File: config.mk
export PLATFORM = sky130hd
export DESIGN_NAME = g_reg_file_scb
export DESIGN_NICKNAME = d
export VERILOG_FILES = /design/src/rtl/g_reg_file_scb.sv
export SDC_FILE = /design/constraint.sdc
export NUM_CORES = 1
export LEC_CHECK = 0
export CORE_ASPECT_RATIO = 0.6
export CORE_MARGIN = 2
export CORE_UTILIZATION = 35
export DETAILED_ROUTE_END_ITERATION = 16
export PLACE_DENSITY_LB_ADDON = 0.12
export SYNTH_ARGS = -nofsm -noshare
export SYNTH_HDL_FRONTEND = slang
export SYNTH_SLANG_ARGS = --single-unit
File: constraint.sdc
create_clock -name clk -period 4.3 [get_ports clk]
set_clock_uncertainty 0.05 [all_clocks]
set_input_delay 0.86 -clock clk [delete_from_list [all_inputs] [get_ports clk]]
set_output_delay 0.86 -clock clk [all_outputs]
set_load 0.005 [all_outputs]
File: src/rtl/g_reg_file_scb.sv
// Register file with per-register reservation counters for decode/execute hazard tracking.
// Optional same-cycle writeback bypass on the read side is enabled by defining REG_BYPASS_EN.
module g_reg_file_scb #(
    parameter int W_RD  = 4,
    parameter int W_OPR = 32,
    parameter int W_RSV = 2
) (
    input  logic             clk,
    input  logic             reset,
    input  logic [W_RD-1:0]  r0_i,
    input  logic [W_RD-1:0]  r1_i,
    output logic [W_OPR-1:0] r_opr0_o,
    output logic [W_OPR-1:0] r_opr1_o,
    output logic             reserved_o,
    input  logic             w_reserve_i,
    input  logic [W_RD-1:0]  w_reserve_r_i,
    output logic             rsv_full_o,
    input  logic             wb_i,
    input  logic [W_RD-1:0]  wb_r_i,
    input  logic [W_OPR-1:0] result_i,
    input  logic             flush_i
);

    localparam int N_REG = 2 ** W_RD;
    localparam logic [W_RSV-1:0] CNT_MAX  = {W_RSV{1'b1}};
    localparam logic [W_RSV-1:0] CNT_ZERO = '0;
    localparam logic [W_RSV-1:0] CNT_ONE  = W_RSV'(1);

    logic [W_OPR-1:0] regs    [N_REG];
    logic [W_RSV-1:0] cnt     [N_REG];
    logic [W_RSV-1:0] cnt_nxt [N_REG];

    logic [W_RSV-1:0] cnt_rd0;
    logic [W_RSV-1:0] cnt_rd1;

    always_ff @(posedge clk) begin
        if (reset) begin
            for (int k = 0; k < N_REG; k++) begin
                regs[k] <= '0;
            end
        end else if (wb_i) begin
            regs[wb_r_i] <= result_i;
        end
    end

    // Reserve and writeback hitting the same register cancel; a flush drops every
    // reservation, but the writeback data path above is unaffected by it.
    always_comb begin
        for (int k = 0; k < N_REG; k++) begin
            cnt_nxt[k] = cnt[k];
            if (flush_i) begin
                cnt_nxt[k] = CNT_ZERO;
            end else if (w_reserve_i && (w_reserve_r_i == W_RD'(k)) &&
                         wb_i && (wb_r_i == W_RD'(k))) begin
                cnt_nxt[k] = cnt[k];
            end else if (w_reserve_i && (w_reserve_r_i == W_RD'(k))) begin
                if (cnt[k] != CNT_MAX) begin
                    cnt_nxt[k] = cnt[k] + CNT_ONE;
                end
            end else if (wb_i && (wb_r_i == W_RD'(k))) begin
                if (cnt[k] != CNT_ZERO) begin
                    cnt_nxt[k] = cnt[k] - CNT_ONE;
                end
            end
        end
    end

    always_ff @(posedge clk) begin
        if (reset) begin
            for (int k = 0; k < N_REG; k++) begin
                cnt[k] <= '0;
            end
        end else begin
            for (int k = 0; k < N_REG; k++) begin
                cnt[k] <= cnt_nxt[k];
            end
        end
    end

`ifdef REG_BYPASS_EN
    // An in-flight writeback is forwarded and its reservation treated as already retired.
    always_comb begin
        r_opr0_o = regs[r0_i];
        r_opr1_o = regs[r1_i];
        cnt_rd0  = cnt[r0_i];
        cnt_rd1  = cnt[r1_i];
        if (wb_i && (wb_r_i == r0_i)) begin
            r_opr0_o = result_i;
            if (cnt[r0_i] != CNT_ZERO) begin
                cnt_rd0 = cnt[r0_i] - CNT_ONE;
            end
        end
        if (wb_i && (wb_r_i == r1_i)) begin
            r_opr1_o = result_i;
            if (cnt[r1_i] != CNT_ZERO) begin
                cnt_rd1 = cnt[r1_i] - CNT_ONE;
            end
        end
    end
`else
    always_comb begin
        r_opr0_o = regs[r0_i];
        r_opr1_o = regs[r1_i];
        cnt_rd0  = cnt[r0_i];
        cnt_rd1  = cnt[r1_i];
    end
`endif

    assign reserved_o = (cnt_rd0 != CNT_ZERO) | (cnt_rd1 != CNT_ZERO);
    assign rsv_full_o = (cnt[w_reserve_r_i] == CNT_MAX);

endmodule
==> flow_summary_export.csv <==
group,metric,value,unit
global_routing,grt_pass1_vias,18195,
status,status,"finished clean",
worst_setup_path,crit_type,"input port to primary output",
timing,slew_headroom,50.4,%
worst_setup_path,worstPathMaxFanout,29,
clocking,htreeDepth,2,
worst_hold_path,hold_start,"cnt[3][1]",
synthesis,synth_edf_count,512,
route,drc_errors,0,
clocking,cts_setup_buffers,0,
die,fp-row-count,81,
worst_setup_path,rr_worst_depth,3,
cells_and_area,final_nets,2034,
cells_and_area,area_growth,17.4,%
clocking,cts-buffers-inserted,54,
route,num_vias,18131,
timing,slew_violations,0,
timing,fin_crit,4.03,ns
pwr,power.density,378,nW/um^2
clocking,clkTransAtPathRegs,0.06,ns
global_routing,grt_pass1_wl,141,mm
worst_hold_path,holdPathStages,2,
clocking,cts_tree,"yes",
synthesis,synth_warnings,0,
cells_and_area,final_util,41.7,%
die,die_w,376,microns
timing,rsz0062_at_grt,"false",
pwr,vdd_drop_max,326,uV
worst_setup_path,crit_required,3.39,ns
route,routed-wl-met2,44.1,mm
global_routing,overflow,0,
synthesis,yosysTopAreaCellShare,52.8,%
worst_hold_path,min_path_type,"flip-flop to flip-flop",
worst_setup_path,start_kind,"input port",
timing,fin_tns_setup,0,ns
clocking,cts_sinks,544,
clocking,clock_path_buffers,3,
synthesis,async_flop_share,0,%
worst_setup_path,rr_startpoint,"cnt[0][0]",
cells_and_area,drive_gt1_share,27.0,%
worst_setup_path,critPathArrivalTime,3.12,ns
placement,portBuffers,118,
route,drtIter0Drc,2419,
route,routed-wl-met3,8.22,mm
flow_run,drv_cap,0,
route,routedWlPerCell,31.6,microns
clocking,cts_hold_buf,0,
global_routing,antenna_found_initial,12,
clocking,clk_latency,0.63,ns
cells_and_area,fin_cells,3118,
route,ant_nets,0,
timing,fmax,248,MHz
timing,hold_violations,0,
timing,fin_crit_sh,93.7,%
synthesis,synth_area_leaders,"edfxtp_1, mux4_2, and2_1",
placement,placed_cells,3004,
die,start_util,35.6,%
route,drt_pass1_iterations,6,
route,drt-vias-per-instance,5.81,
placement,gp_congestion,0.842,
placement,dp_hpwl,55.7,mm
worst_setup_path,end_kind,"primary output",
die,coreArea,81900,sq um
synthesis,ys_seq_area_share,55.0,%
synthesis,synthesis.nets,1940,
timing,tightestPinTransition,0.744,ns
global_routing,grtUsageTotal,23.4,%
cells_and_area,fill_cells,7302,
synthesis,synth_top_cell_by_area,"edfxtp_1",
timing,finalSetupViolations,0,
global_routing,grt_max_degree,53,
synthesis,post-synth-top-count-cell,"and2_1",
synthesis,synth_flop_cell,"edfxtp_1",
route,drt_wl_total,98.7,mm
synthesis,synthCells,1887,
synthesis,synthDistinctLibCells,35,
timing,hold_slack,0.461,ns
die,io_pins,119,
synthesis,ys_ff_latch,544,
synthesis,synth_common_cells,"and2_1, edfxtp_1, mux4_2",
die,fp.dieH,227,microns
clocking,cts-root-buf,"clkbuf_16",
pwr,p_leak,11.2,nW
die,dieArea,85600,sq um
route,met1Wirelength,44.9,mm
route,top_layer,"met5",
synthesis,synth.avg_cell_area,15.4,sq um
worst_setup_path,startpoint,"r1_i[0]",
synthesis,netlist_area,29100,sq um
clocking,cts_resized,0,
==> layout make-up <==
type                       instances  area (sq um)  area share, %
antenna                           15          37.5          0.110
clock buffer                      65          1430           4.18
tap                             1079          1350           3.95
multi-input combinational       1166         12400           36.4
clock inverter                    34           330          0.966
timing repair buffer             215          2590           7.59
sequential                       544         16000           46.8
==> cells by family (layout without fill, tap and decap cells) <==
kind of cell | after synthesis | count (layout) | share of synthesized area, %
other | 0 | 15 | 0
AND/OR/NAND/NOR | 718 | 718 | 14.7
flip-flops | 544 | 544 | 55.0
AO/OA/AOI/OAI | 120 | 120 | 2.43
buffers and inverters | 177 | 314 | 2.68
multiplexers | 328 | 328 | 25.2
==> power breakdown <==
part | switching [mW] | internal [mW] | total, mW
registers | 0.155 | 6.09 | 6.25
clock network | 2.18 | 2.73 | 4.90
logic | 0.847 | 0.910 | 1.76
==> layer usage <==
metal / global-route usage [%] / up-vias
met5: 0 / -
met4: 3.97 / 4
met3: 4.18 / 93
met2: 35.6 / 871
met1: 35.6 / 9616
li1: - / 7547
==> sequential cells by signal (all words and copies together), names as in the netlist <==
| signal | cells |
|---|---|
| regs | 512 |
| cnt | 32 |
==> through the flow <==
step	instance area (sq um)	setup WS (ns)	total power, mW
2_1_floorplan	29100	1.04	7.25
3_3_place_gp	32400	0.232	8.12
3_5_place_dp	32400	0.252	8.13
4_1_cts	34100	0.252	13.0
5_1_grt	34200	0.197	13.3
6_report	34200	0.271	12.9
==> critical path: stages <==
cell             delay, ns
buf_8                 0.31
buf_4                 0.32
mux4_2                0.54
mux4_2                0.52
clkdlybuf4s50_1       0.51
==> path summary, 6_finish.rpt <==
path,to,slack (ns)
worst min-delay path,cnt[3][1],0.46
worst max-delay path,r_opr1_o[29],0.27
worst min register to register,cnt[3][1],0.46
worst max register to register,cnt[0][0],3.20
==> placed cells by master (no fill, tap or decap), types with 3 or more instances in the layout <==
master / netlist / routed
nor3_2: 3 / 7
a31oi_1: 16 / 16
buf_4: 2 / 44
nand3b_1: 20 / 20
bufinv_16: 0 / 6
nand2b_1: 23 / 23
clkbuf_16: 0 / 55
a21oi_1: 25 / 25
clkdlybuf4s50_1: 0 / 110
nand3_1: 11 / 11
nand2_1: 50 / 50
nor4_1: 8 / 8
nor2_1: 37 / 25
dfxtp_1: 32 / 32
buf_12: 0 / 55
clkinv_1: 0 / 10
o311ai_1: 7 / 7
clkinv_2: 0 / 13
nor2_4: 0 / 12
clkinvlp_4: 0 / 3
clkbuf_1: 119 / 8
nor3_1: 25 / 21
mux2i_1: 4 / 4
diode_2: 0 / 15
o21ai_0: 50 / 50
o211ai_1: 13 / 13
a211oi_1: 5 / 5
mux4_2: 324 / 324
nor2b_1: 4 / 4
edfxtp_1: 512 / 512
and2_1: 513 / 513
or2_2: 17 / 17
(Power assumes the default switching activity.)
